$ cat src/rtl/ram_arbiter.sv
// Two-requester arbiter and beat sequencer for the shared 256x8 data RAM.
// Optional feature: define ARB_ROUND_ROBIN_EN for round-robin ties and burst limiting on both ports.
module ram_arbiter #(
  parameter int MAX_BURST = 4
) (
  input  logic       clk,
  input  logic       rst,
  input  logic       req_a,
  input  logic       we_a,
  input  logic [7:0] addr_a,
  input  logic [7:0] wdata_a,
  output logic       gnt_a,
  output logic [7:0] rdata_a,
  output logic       rvalid_a,
  input  logic       req_b,
  input  logic       we_b,
  input  logic [7:0] addr_b,
  input  logic [7:0] wdata_b,
  output logic       gnt_b,
  output logic [7:0] rdata_b,
  output logic       rvalid_b,
  output logic       ram_wr_en,
  output logic [7:0] ram_addr,
  output logic [7:0] ram_datain,
  input  logic [7:0] ram_dataout
);

  typedef enum logic [1:0] {
    IDLE  = 2'd0,
    GNT_A = 2'd1,
    GNT_B = 2'd2
  } state_t;

  localparam logic [3:0] BURST_MAX = 4'(MAX_BURST);

`ifdef ARB_ROUND_ROBIN_EN
  localparam bit LIM_A = 1'b1;
`else
  localparam bit LIM_A = 1'b0;
`endif

  state_t     state, state_nxt;
  logic [3:0] cnt, cnt_nxt;
  logic       tie_a;

  // Beat count saturates at the burst limit while the other side is quiet.
  function automatic logic [3:0] cnt_inc(input logic [3:0] c);
    return (c >= BURST_MAX) ? BURST_MAX : c + 4'd1;
  endfunction

`ifdef ARB_ROUND_ROBIN_EN
  // last = 1 means B took the most recent beat, so A wins the next tie.
  logic last, last_nxt;

  always_comb begin
    last_nxt = last;
    if (gnt_a)
      last_nxt = 1'b0;
    else if (gnt_b)
      last_nxt = 1'b1;
  end

  always_ff @(posedge clk) begin
    if (rst)
      last <= 1'b1;
    else
      last <= last_nxt;
  end

  assign tie_a = last;
`else
  assign tie_a = 1'b1;
`endif

  always_comb begin
    state_nxt  = state;
    cnt_nxt    = cnt;
    gnt_a      = 1'b0;
    gnt_b      = 1'b0;
    ram_wr_en  = 1'b0;
    ram_addr   = '0;
    ram_datain = '0;
    case (state)
      IDLE: begin
        cnt_nxt = '0;
        if (req_a && (!req_b || tie_a))
          state_nxt = GNT_A;
        else if (req_b)
          state_nxt = GNT_B;
      end
      GNT_A: begin
        if (req_a) begin
          gnt_a      = 1'b1;
          ram_wr_en  = we_a;
          ram_addr   = addr_a;
          ram_datain = wdata_a;
          cnt_nxt    = cnt_inc(cnt);
          if (LIM_A && req_b && (cnt_inc(cnt) == BURST_MAX)) begin
            state_nxt = GNT_B;
            cnt_nxt   = '0;
          end
        end else begin
          // Owner dropped its request: spend one bubble cycle handing over.
          cnt_nxt   = '0;
          state_nxt = req_b ? GNT_B : IDLE;
        end
      end
      GNT_B: begin
        if (req_b) begin
          gnt_b      = 1'b1;
          ram_wr_en  = we_b;
          ram_addr   = addr_b;
          ram_datain = wdata_b;
          cnt_nxt    = cnt_inc(cnt);
          if (req_a && (cnt_inc(cnt) == BURST_MAX)) begin
            state_nxt = GNT_A;
            cnt_nxt   = '0;
          end
        end else begin
          cnt_nxt   = '0;
          state_nxt = req_a ? GNT_A : IDLE;
        end
      end
      default: begin
        state_nxt = IDLE;
        cnt_nxt   = '0;
      end
    endcase
  end

  // Read data is captured at the end of the access cycle and presented the cycle after.
  always_ff @(posedge clk) begin
    if (rst) begin
      state    <= IDLE;
      cnt      <= '0;
      rvalid_a <= 1'b0;
      rvalid_b <= 1'b0;
      rdata_a  <= '0;
      rdata_b  <= '0;
    end else begin
      state    <= state_nxt;
      cnt      <= cnt_nxt;
      rvalid_a <= gnt_a & ~we_a;
      rvalid_b <= gnt_b & ~we_b;
      if (gnt_a && !we_a)
        rdata_a <= ram_dataout;
      if (gnt_b && !we_b)
        rdata_b <= ram_dataout;
    end
  end

endmodule

$ cat config.mk
export PLATFORM = sky130hd
export DESIGN_NAME = ram_arbiter
export DESIGN_NICKNAME = d
export VERILOG_FILES = /design/src/rtl/ram_arbiter.sv
export SDC_FILE = /design/constraint.sdc
export NUM_CORES = 1
export LEC_CHECK = 0
export ABC_AREA = 1
export CAP_MARGIN = 30
export CORE_MARGIN = 3
export CORE_UTILIZATION = 25
export CTS_BUF_LIST = sky130_fd_sc_hd__clkbuf_4 sky130_fd_sc_hd__clkbuf_8 sky130_fd_sc_hd__clkbuf_16
export DETAILED_ROUTE_END_ITERATION = 8
export PLACE_DENSITY = 0.7
export SYNTH_ARGS = -nofsm -noshare
export SYNTH_HDL_FRONTEND = slang
export SYNTH_SLANG_ARGS = --single-unit
$ cat constraint.sdc
create_clock -name clk -period 2.6 [get_ports clk]
set_input_delay 0.52 -clock clk [delete_from_list [all_inputs] [get_ports clk]]
set_output_delay 0.52 -clock clk [all_outputs]
set_load 0.02 [all_outputs]
==> results of run 1 <==
## placed cells by master, fill, tap and decap left out, types with 2 or more instances in the layout
master / count
nand3_1: 2
dfxtp_1: 24
o21ai_0: 16
nand3_2: 2
dlygate4sd2_1: 17
nor2_4: 3
buf_4: 3
nand2_1: 44
ha_1: 5
clkdlybuf4s50_1: 65
nand2_2: 3
inv_1: 7
nor2_1: 39
inv_2: 3
a21oi_1: 18
clkbuf_8: 4
## state kept, by name (all words and copies together), names as in the netlist
name / flops
cnt: 4
rdata_a: 8
rvalid_b: 1
rdata_b: 8
state: 2
rvalid_a: 1
## area by class of cell
type | count | area (µm²)
timing repair buffer | 85 | 822.0
fill | 483 | 2400
clock buffer | 4 | 55.05
tap | 65 | 81.33
inverter | 13 | 52.55
multi-input combinational | 138 | 673.1
sequential | 24 | 480.5
## critical path: cells and delay by family
kind / cells / cell delay [ns]
buf+inv: 3 / 1.35
simple gates: 1 / 0.07
## metal layers
| metal | track usage [%] | vias up | part of all wire, % |
|---|---|---|---|
| li1 | - | 737 | - |
| met1 | 16.75 | 614 | 43 |
| met2 | 24.34 | 35 | 53 |
| met3 | 2.719 | 2 | 3.6 |
| met4 | 1.630 | 0 | 0.43 |
| met5 | 0 | - | 0 |
## kinds of logic after synthesis
group / count (synthesis) / share of synthesized area (%)
and+or+nand+nor: 94 / 32.53
AOI/OAI and AO/OA: 38 / 16.47
DFF: 24 / 38.79
buffers and inverters: 17 / 6.868
adders and majority gates: 5 / 5.051
other: 1 / 0.3027
## through the flow
step	hold WS (ns)	total power [mW]	area, µm²
2_1_floorplan	0.5021	0.9007	1239
3_3_place_gp	0.4900	1.218	2131
3_5_place_dp	0.5052	1.223	2131
4_1_cts	0.5254	1.447	2165
5_1_grt	0.5580	1.534	2165
6_report	0.5247	1.426	2165
## where the power goes
| part | switching (mW) | leakage [nW] | total, mW | internal, mW |
|---|---|---|---|---|
| registers | 0.0325 | 0.195 | 0.451 | 0.418 |
| logic | 0.430 | 0.705 | 0.729 | 0.299 |
| clock network | 0.111 | 0.0288 | 0.246 | 0.135 |
## final timing paths
path         cells past startpoint                       to                    start  slack, ns
min reg2reg                      2  rdata_b[7]$_SDFFE_PP0P_  rdata_b[7]$_SDFFE_PP0P_       0.52
max                              4                    gnt_b                    req_b       0.13
min                              2  rdata_b[7]$_SDFFE_PP0P_  rdata_b[7]$_SDFFE_PP0P_       0.52
max reg2reg                      8  rdata_a[7]$_SDFFE_PP0P_    state[1]$_SDFFE_PP0P_       1.12
## repair_timing
action	in CTS	in global routing
setup endpoints to repair	17	0
resized for setup	17	0
hold buffers	0	0
==> impl_metrics.ini, run 1 <==
[placement]
hpwlAfterDp_mm = 3.099
gp_congestion = 0.8051
dp_slack_ns = -0.08756
io_buffer_count = 82
dpl.cell_count = 325

[die]
start_util_pct = 27.14
coreArea_um2 = 4564
die_y_um = 76.39
io_pins = 83
dieArea_um2 = 5835
die_w_um = 76.39
rows = 24

[cells_and_area]
antenna_cells = 0
nNetsFinal = 316
final_cells = 329
area_growth_pct = 74.75
postLayoutCoreUtil_pct = 47.42
drive_above_1_share_pct = 8.712

[logic_synthesis]
avgSynthCellArea_um2 = 6.920
synth_common_cells = nand2_1, nor2_1, dfxtp_1
synth.distinct_cells = 24
synth_area_um2 = 1239
ys.warnings.count = 0
yosysTopAreaCell = dfxtp_1
synth_seq_cells = 24
ys_seq_area_share_pct = 38.79
synth_edf_count = 0
ys_dominant_reg_cell = dfxtp_1
synth_most_common_cell = nand2_1
synth.area.top_cells = dfxtp_1, nand2_1, nor2_1
syn_nets = 230
async_flop_share_pct = 0
synth_top_area_share_pct = 38.79
syn_inst = 179

[timing]
finalCritPeriodShare_pct = 94.90
rsz0062_at_grt = false
setup_violations = 0
fin_ws_ns = 0.1325
post-route-min-period_ns = 2.468
finalClockSkew_ns = 0.0008927
worstMarginPinSlew_ns = 0.5115
final_hold_viol_count = 0
clock.fmax_mhz = 405.3
drv_slew = 0
setup_tns_ns = 0
slew_headroom_pct = 65.86

[worst_setup_path]
crit_fanout = 18
crit_type = in2out
cp_slowest_cell = clkdlybuf4s50_1
required_ns = 2.08
critPathCaptureType = primary output
critPathLaunchType = primary input
cp_slowest_stage_delay_ns = 0.65
crit_path_cell_trace = clkdlybuf4s50_1 > nand2_2 > clkinv_2 > clkdlybuf4s50_1
worst_path_most_repeated_cell = clkdlybuf4s50_1
cp.arrival_ns = 1.95

[grt]
first_global_vias = 1358
grt_antenna_before_repair = 0
grt_max_degree = 20
grt.total_usage_pct = 13.43
grt_first_pass_wirelength_mm = 6.479
overflow = 0

[routing]
drt_iter0_drc = 60
wire_per_inst_um = 11.99
viasPerCell = 4.219
dr.pass1.iters = 4
drc = 0
num_vias = 1388
routed_wl_mm = 3.946
postRouteAntennaNets = 0

[clock_network]
cts_buffers = 3
cts_tree = yes
post-cts-setup-buffers = 0
cts-root-buf = clkbuf_8
htree_levels = 1
clock_latency_ns = 0.26
clkTransAtPathRegs_ns = 0.08
clk_path_buf_depth = 2
cts.sinks = 24

[pwr]
vdd_drop_max_mv = 0.4197
power.density_nw_per_um2 = 658.6
p_leak_nw = 0.9286

[outcome]
outcome = finished clean

[worst_hold_path]
hp-class = reg2reg

[run]
max_cap_viol_count = 0
Note: power is estimated with default switching activity, not from simulation.
==> run 2, diff against run 1 <==
Settings changed: RECOVER_POWER from default to 25.
Clock period 2.6 ns to 3.1 ns, I/O delays scaled along.
==> run 2 against run 1 <==
  * Clock skew rose by 0.0020 ns
  * Count of clock-buffer cells in the layout fell by 1
  * Worst hold slack worse by 0.0040 ns
  * Worst setup slack improved by 0.011 ns
  * Sequential share of layout area grew 0.38 points
  * Critical endpoint is now ram_wr_en
  * Largest cell class unchanged
==> impl_metrics.ini, run 2 (synthesis gave the netlist of run 1 again) <==
[clock_network]
cts_resized = 0
cts_hold_buf = 0
clkTransAtPathRegs_ns = 0.08
post-cts-setup-buffers = 0
htree_levels = 1
cts-root-buf = clkbuf_8
cts_buffers = 3
cts_tree = yes
clock_latency_ns = 0.25
clk_path_buf_depth = 2
cts.sinks = 24

[timing]
post-route-min-period_ns = 2.956
drv_slew = 0
worstMarginPinSlew_ns = 0.6559
finalCritPeriodShare_pct = 95.36
slew_headroom_pct = 56.11
rsz0062_at_grt = false
setup_violations = 0
final_hold_viol_count = 0
fin_worst_hold_slack_ns = 0.5207
clock.fmax_mhz = 338.3
setup_tns_ns = 0
finalClockSkew_ns = 0.002848

[run]
max_cap_viol_count = 0

[grt]
grt_antenna_before_repair = 0
grt_first_pass_wirelength_mm = 6.423
grt.total_usage_pct = 13.27
first_global_vias = 1302
grt_max_degree = 20
overflow = 0
grt_busiest_layer = met2
met2_usage_pct = 22.85
grtUsageMet1_pct = 17.23
use_met3_pct = 2.837

[cells_and_area]
area_growth_pct = 71.82
fin_area_um2 = 2128
drive_above_1_share_pct = 5.000
postLayoutCoreUtil_pct = 46.63
final_common_cell = clkdlybuf4s50_1
final_cell_mix = clkdlybuf4s50_1, nand2_1, nor2_1
antenna_cells = 0
nNetsFinal = 313
reg_top3 = rdata_a (8), rdata_b (8), cnt (4)

[pwr]
vdd_drop_max_mv = 0.2551
power_mw = 1.160
p_leak_nw = 0.8262
power.density_nw_per_um2 = 544.9

[die]
rows = 24
coreArea_um2 = 4564
die_w_um = 76.39
die_y_um = 76.39
start_util_pct = 27.14
dieArea_um2 = 5835
io_pins = 83

[worst_setup_path]
cp_slowest_stage_delay_ns = 0.67
crit_type = in2out
cp_slowest_cell = clkdlybuf4s50_1
cp.arrival_ns = 2.34
required_ns = 2.48
crit_path_cell_trace = clkdlybuf4s50_1 > nand2_1 > inv_4 > nand2_1 > a21oi_1 > clkdlybuf4s50_1
critPathCaptureType = primary output
crit_fanout = 18
critPathLaunchType = primary input

[placement]
gp_congestion = 0.8565
hpwlAfterDp_mm = 3.134
io_buffer_count = 82
place_area_um2 = 2108

[worst_hold_path]
hp-class = reg2reg

[routing]
viasPerCell = 4.166
wire_per_inst_um = 12.26
postRouteAntennaNets = 0
num_vias = 1354
routed_wl_mm = 3.983
drt_iter0_drc = 36
dr.pass1.iters = 4
drc = 0

[outcome]
outcome = finished clean
run 2: cell types whose count changed in the layout (fill, tap and decap cells not counted), sizes merged:
cell | before | now
dlygate4sd2 | 17 | 0
clkdlybuf4s50 | 65 | 81
buf | 3 | 0
clkbuf | 4 | 3
clkinv | 2 | 1
clkinvlp | 0 | 1
dlygate4sd3 | 0 | 1
run 2: final timing paths:
kind	slack [ns]	endpoint	depth (start not counted)	startpoint
worst max-delay path	0.14	ram_wr_en	6	req_a
worst min-delay path	0.52	rdata_b[0]$_SDFFE_PP0P_	2	rdata_b[0]$_SDFFE_PP0P_
worst max register to register	1.20	rdata_b[2]$_SDFFE_PP0P_	7	state[0]$_SDFFE_PP0P_
worst min register to register	0.52	rdata_b[0]$_SDFFE_PP0P_	2	rdata_b[0]$_SDFFE_PP0P_
run 2: final cells by class:
cell class | count | area (µm²)
repair buffers | 82 | 820.8
flip-flops and latches | 24 | 480.5
multi-input cells | 138 | 648.1
clock buffers | 3 | 41.29
inverters | 13 | 56.30
fillers | 470 | 2436
well taps | 65 | 81.33
run 2: report_power, final:
part | internal [mW] | switching (mW) | total (mW)
Clock | 0.0865 | 0.0858 | 0.172
Combinational | 0.251 | 0.358 | 0.610
Sequential | 0.351 | 0.0270 | 0.378
run 2: worst max-delay path: cells and delay by family:
| family | cells | cell delay, ns |
|---|---|---|
| buf+inv | 3 | 1.36 |
| compound gates | 1 | 0.15 |
| simple gates | 2 | 0.20 |
run 2: metal layers:
| metal | vias up | routed length [µm] |
|---|---|---|
| met5 | - | 0 |
| met4 | 0 | 31 |
| met3 | 4 | 90 |
| met2 | 21 | 2020 |
| met1 | 600 | 1840 |
| li1 | 729 | - |
run 2: stage by stage:
stage / instances / worst slack (ns)
floorplan: 179 / 1.060
global placement: 322 / 0.1318
detailed placement: 322 / 0.1491
CTS: 325 / 0.05391
global route: 325 / 0.04873
finish: 325 / 0.1439
==> run 3, diff against run 2 <==
Settings changed: CORE_UTILIZATION 25 to 35, PLACE_DENSITY 0.7 to 0.89.
==> run 3 against run 2 <==
  * Global-route usage increased by 4.9 points
  * Sequential share of layout area increased by 0.34 points
  * Critical path depth unchanged
  * Final cell count decreased by 6.2%
  * First-iteration DRC count increased by 130%
  * Count of clock-buffer cells in the layout increased by 1
  * Total power decreased by 0.94%
  * Routed wire length increased by 0.35%
  * Via count increased by 2.4%
  * Sequential power about the same
  * Critical path type unchanged
  * Critical endpoint is now ram_addr[7]
  * Largest cell class unchanged
  * Largest power group unchanged
  * Highest routed layer unchanged
==> impl_metrics.ini, run 3 (synthesis gave the netlist of run 1 again) <==
[routing]
postRouteAntennaNets = 0
routed_wl_mm = 3.997
drt_iter0_drc = 83
num_vias = 1386
drc = 0
dr.pass1.iters = 5
viasPerCell = 4.544
wire_per_inst_um = 13.10

[timing]
worstMarginPinSlew_ns = 0.5874
drv_slew = 0
post-route-min-period_ns = 2.958
clock.fmax_mhz = 338.1
finalCritPeriodShare_pct = 95.41
rsz0062_at_grt = false
slew_headroom_pct = 60.69
finalClockSkew_ns = 0.003103
setup_tns_ns = 0
setup_violations = 0
final_hold_viol_count = 0

[cells_and_area]
area_growth_pct = 69.29
reg_top3 = rdata_a (8), rdata_b (8), cnt (4)
drive_above_1_share_pct = 5.364
final_common_cell = clkdlybuf4s50_1
postLayoutCoreUtil_pct = 65.47
nNetsFinal = 313
antenna_cells = 0
final_cell_mix = clkdlybuf4s50_1, nand2_1, nor2_1

[placement]
io_buffer_count = 82
gp_congestion = 0.8239
hpwlAfterDp_mm = 3.152

[pwr]
power_mw = 1.149
p_leak_nw = 0.8300
power.density_nw_per_um2 = 547.8
vdd_drop_max_mv = 0.5159

[clock_network]
cts_hold_buf = 0
clock_latency_ns = 0.31
clk_path_buf_depth = 2
cts_buffers = 3
cts_tree = yes
cts-root-buf = clkbuf_4
cts.sinks = 24
htree_levels = 1
clkTransAtPathRegs_ns = 0.13

[worst_setup_path]
critPathLaunchType = primary input
regToRegSetupSlack_ns = 1.18
crit_type = in2out
cp.arrival_ns = 2.34
r2r_end = rdata_a[1]$_SDFFE_PP0P_
critPathCaptureType = primary output
reg2reg_from = state[1]$_SDFFE_PP0P_
required_ns = 2.48
ff2ff_path_depth = 7
crit_fanout = 18

[grt]
grt_max_degree = 20
grt_first_pass_wirelength_mm = 6.161
grt.total_usage_pct = 18.15
overflow = 0
grt_antenna_before_repair = 0
first_global_vias = 1270

[die]
io_pins = 83
start_util_pct = 38.67
die_w_um = 65.49
rows = 20
die_y_um = 65.49
dieArea_um2 = 4289
coreArea_um2 = 3203

[worst_hold_path]
whs_path_depth = 2
hp-class = reg2reg
worstHoldStart = rdata_b[6]$_SDFFE_PP0P_
holdPathEnd = rdata_b[6]$_SDFFE_PP0P_

[run]
max_cap_viol_count = 0

[outcome]
outcome = finished clean
[run 3: worst max path at each step]
stage	slack, ns	endpoint	start
4_1_cts	0.15	ram_addr[7]	req_b
5_1_grt	0.05	ram_wr_en	req_b
2_1_floorplan	1.06	ram_addr[1]	state[0]$_SDFFE_PP0P_
6_report	0.14	ram_addr[7]	req_b
3_5_place_dp	0.15	ram_wr_en	req_b
3_3_place_gp	0.16	ram_addr[7]	req_b
[run 3: metrics by stage]
stage | instances | hold slack, ns | instance area [µm²] | setup WS, ns
global route | 305 | 0.5736 | 2097 | 0.05291
detailed placement | 301 | 0.5015 | 2082 | 0.1479
finish | 305 | 0.5319 | 2097 | 0.1423
global placement | 301 | 0.4955 | 2082 | 0.1555
floorplan | 179 | 0.5021 | 1239 | 1.060
CTS | 305 | 0.5359 | 2120 | 0.1471
[run 3: worst max-delay path, stage by stage]
cell,delay (ns)
clkdlybuf4s50_1,0.50
nand2_1,0.12
clkinv_2,0.21
nand2_1,0.08
a21oi_1,0.17
clkdlybuf4s50_1,0.64
[run 3: cell type report]
class | count | area, µm²
fillers | 315 | 1106
clock buffers | 4 | 36.28
inverters | 13 | 53.80
well taps | 44 | 55.05
repair buffers | 82 | 820.8
multi-input cells | 138 | 650.6
flip-flops and latches | 24 | 480.5
[run 3: routing by layer]
metal	GRT usage [%]	vias to the layer above	wire length [µm]
li1	-	730	-
met1	23.79	624	1767
met2	30.72	28	2047
met3	3.932	4	137
met4	3.368	0	45
met5	0	-	0
[run 3: power by group]
group	internal [mW]	switching, mW
Sequential	0.351	0.0297
Combinational	0.250	0.354
Clock	0.0717	0.0921
Total	0.673	0.476
[run 3: timing repair]
item / 4_1_cts / 5_1_grt
buffers inserted: 0 / 0
endpoints found under the setup margin: 3 / 0
resized for setup: 1 / 0
==> RTL change 1: new RTL, config.mk and constraints of run 3 <==
Build with the macro `ARB_ROUND_ROBIN_EN` defined.
--- a/src/rtl/ram_arbiter.sv
+++ b/src/rtl/ram_arbiter.sv
@@ -1,4 +1,6 @@
 // Two-requester arbiter and beat sequencer for the shared 256x8 data RAM.
 // Optional feature: define ARB_ROUND_ROBIN_EN for round-robin ties and burst limiting on both ports.
+`define ARB_ROUND_ROBIN_EN
+
 module ram_arbiter #(
   parameter int MAX_BURST = 4
Formal check against the unedited RTL: not equivalent (a bounded check fails within 10 cycles, from zero or initial values and one cycle with rst high).
==> RTL change 1 against run 3 <==
Worst setup slack worse by 0.037 ns. Critical path depth increased by 1. Non-clock buffer count rose by 4. Largest cell class unchanged. Sequential cell count increased by 1. Wire length fell by 1.8%. Final area is 4.4% higher. Power is 5.8% higher. Count of clock-buffer cells in the layout is the same. Synthesized area is 3.6% higher. Clock skew down 0.0015 ns. Critical endpoint is now ram_datain[0]. Critical path type unchanged.
==> RTL change 1: results (changes against run 3) <==
Result of the run = finished clean
Number of post-CTS setup repair buffers = 0 (unchanged)
DR pass1 iterations = 4 (-1)
Dpl cells = 317 (+5.3%)
Clock network power consumption = 190 uW (+16%)
Routed vias = 1,472 (+6.2%)
Number of global-route vias before repair = 1,367 (+7.6%)
Register fraction of the total cell area = 0.2287 (-0.0004152)
Pin slew with the least headroom to its limit = 0.5809 ns (-0.006514 ns)
Design Area, Final = 0.002188 mm2 (+4.4%)
Worst clock skew = 0.001616 ns (-0.001487 ns)
Met3 Track Usage GR = 0.03541 (-0.003903)
Number of combinational gates with multiple inputs = 147 (+6.5%)
Combinational Power = 637 uW (+5.5%)
Non-Clock Buffer Count = 86 (+4.9%)
Met1 layer usage reported by global route = 0.2328 (-0.005125)
Proportion of final cell area spent on non-clock buffers = 0.3871 (-0.004330)
Area taken by multi-input logic gates = 681.9 um2 (+4.8%)
Number of tap instances = 46 (+4.5%)
Resized Gates After CTS = 0 (-1)
Largest cells by area after synthesis = dfxtp_1 (39%), nand2_1 (14%), nor2_1 (12%), o21ai_0 (7.8%), a21oi_1 (7.4%)
Met3 wire length = 152 um (+11%)
RR Startpoint = state[0]
DP HPWL = 3090 um (-2.0%)
Maximum number of pins on one net before global-route repair = 21 (+5.0%)
Cell internal pwr = 725.4 uW (+7.9%)
Source of the worst hold timing path = last
Met2 wire length = 2041 um (-0.29%)
Metal1 wirelength = 1715 um (-2.9%)
Setup slack after placement = 0.09414 ns (-0.05374 ns)
Net count of the mapped netlist = 241 (+4.8%)
Routed len/inst = 12.22 um (-6.7%)
DRC marker count from the first detailed-route iteration = 87 (+4.8%)
Fraction of the yosys area taken by sequential cells = 0.3899 (+0.001985)
Met2 global-route usage = 0.2871 (-0.02008)
Proportion of power drawn by the clock network = 0.156 (+0.013)
Gr usage total = 0.1731 (-0.008375)
Cells after Synth = 190 (+6.1%)
Global-route wire length before repair = 6134 um (-0.44%)
Final Wtd Congestion = 0.7441 (-9.7%)
Proportion of layout cells with a drive suffix above 1 = 0.05091 (-0.002731)
Static power due to leakage = 0.8868 nW (+6.8%)
Data arrival time at the worst-slack endpoint = 2.37 ns (+0.03 ns)
Number of filler instances in the final layout = 318 (+0.95%)
Clock sink total = 25 (+4.2%)
Top cell types by occurrence after synthesis = nand2_1 (49), nor2_1 (40), dfxtp_1 (25), o21ai_0 (20), a21oi_1 (19)
Clock Pin Slew Worst Setup and Hold Paths = 0.08 ns (-0.05 ns)
## RTL change 1: changes by cell type in the layout (fill, tap and decap cells not counted), sizes merged, moves of 2 or more
| cell | before | now |
|---|---|---|
| o21ai | 17 | 20 |
| nand2 | 47 | 52 |
| nor2 | 42 | 44 |
| buf | 0 | 3 |
## RTL change 1: tightest hold or removal path, cell delays in order, from the launching register on
cell     delay (ns)
dfxtp_1        0.33
o21ai_0        0.09
nand2_1        0.06
## RTL change 1: cells by family (layout without fill, tap and decap cells)
family                     Yosys count  after routing  share of synthesized area
buffers and inverters               18            103                    0.06725
adders and majority gates            5              5                    0.04873
and+or+nand+nor                    101            101                     0.3333
DFF                                 25             25                     0.3899
AOI/OAI and AO/OA                   40             40                     0.1579
other                                1              1                   0.002921
## RTL change 1: path summary, 6_finish.rpt
check | endpoint | slack (ns) | cells past startpoint
hold reg to reg | last | 0.51 | 2
setup / recovery | ram_datain[0] | 0.11 | 7
setup reg to reg | rdata_b[6] | 1.12 | 7
hold / removal | last | 0.51 | 2
==> RTL change 2: new RTL, flow settings as in run 3 <==
Made on the original files. Encoding of `state_t`: now one-hot (3 bits for 3 states).
--- a/src/rtl/ram_arbiter.sv
+++ b/src/rtl/ram_arbiter.sv
@@ -26,8 +26,8 @@
 );
 
-  typedef enum logic [1:0] {
-    IDLE  = 2'd0,
-    GNT_A = 2'd1,
-    GNT_B = 2'd2
+  typedef enum logic [2:0] {
+    IDLE  = 3'b001,
+    GNT_A = 3'b010,
+    GNT_B = 3'b100
   } state_t;
 
Check against the original RTL: same outputs for any inputs over 10 cycles, from zero or initial values and one cycle with rst high; not proved beyond that.
==> RTL change 2 against run 3 <==
Final area fell by 1.1%. Die area fell by 2.2%. Register-to-register slack improved by 0.33 ns. Synthesized area fell by 2.4%. Wire length fell by 5.7%. Worst setup slack got worse by 0.027 ns. Non-clock buffer count rose by 4. Sequential cell count rose by 1. Fmax fell by 0.89%. Clock skew rose by 0.0022 ns. Highest routed layer unchanged.
Power is not compared: it rests on default switching activity, and its combinational part moved more than twofold at a synthesized area within 25%.
==> RTL change 2: results (changes against run 3) <==
Setup slack after placement = 0.1097 ns (-0.03817 ns)
Resized Gates After CTS = 0 (-1)
Global-route wire length before repair = 6120 um (-0.67%)
Cells after Synth = 145 (-19%)
RR Startpoint = cnt[0]
Largest cells by area after synthesis = dfxtp_1 (41%), a22o_1 (12%), nand2_1 (9.0%), nand3_1 (8.7%), a21oi_1 (7.5%)
Non-Clock Buffer Count = 86 (+4.9%)
Routed len/inst = 13.81 um (+5.3%)
Metal1 wirelength = 1553 um (-12%)
DR pass1 iterations = 4 (-1)
Invs w/o clock = 8 (-5)
Proportion of final cell area spent on non-clock buffers = 0.4086 (+0.01716)
Met1 layer usage reported by global route = 0.2221 (-0.01584)
Met3 wire length = 445 um (+220%)
Data arrival time at the worst-slack endpoint = 2.36 ns (+0.02 ns)
Proportion of layout cells with a drive suffix above 1 = 0.06987 (+0.01623)
Number of filler instances in the final layout = 275 (-13%)
Adder and majority cell fraction of the synthesized area = 0.01035 (-0.04015)
Number of combinational gates with multiple inputs = 106 (-23%)
Distinct cell type count after synthesis = 29 (+21%)
Largest fanout on the critical path = 26 (+8)
Area growth from synthesis to layout = 71.53%
Number of global-route vias before repair = 1,326 (+4.4%)
Result of the run = finished clean
Net count of the mapped netlist = 192 (-17%)
Cell Count, Final, Fillers Out = 273 (-10%)
Met3 Track Usage GR = 0.06239 (+0.02308)
Source of the worst hold timing path = rdata_a[4]
## RTL change 2: worst max-delay path, stage by stage
cell and delay, ns:
clkdlybuf4s50_1 0.56, nand3_2 0.14, inv_4 0.24, a22o_1 0.18, clkdlybuf4s50_1 0.61
## RTL change 2: cell families (layout without fill, tap and decap cells)
kind of cell | count (synthesis) | count (layout)
compound gates | 39 | 39
fa+ha+maj | 1 | 1
buf+inv | 14 | 98
flops | 25 | 25
other cells | 1 | 1
simple gates | 65 | 65
## RTL change 2: power by group
part           leakage [nW]  switching [mW]  internal [mW]
logic                 0.517          0.0566         0.0807
registers             0.202         0.00975          0.328
clock network        0.0184          0.0923         0.0591
total                 0.738           0.159          0.468
## RTL change 2: worst paths after layout
path / to / slack, ns / depth (start not counted)
worst max-delay path: ram_datain[2] / 0.12 / 5
worst min-delay path: rdata_a[4] / 0.48 / 2
worst max register to register: state[2] / 1.51 / 6
worst min register to register: rdata_a[4] / 0.48 / 2
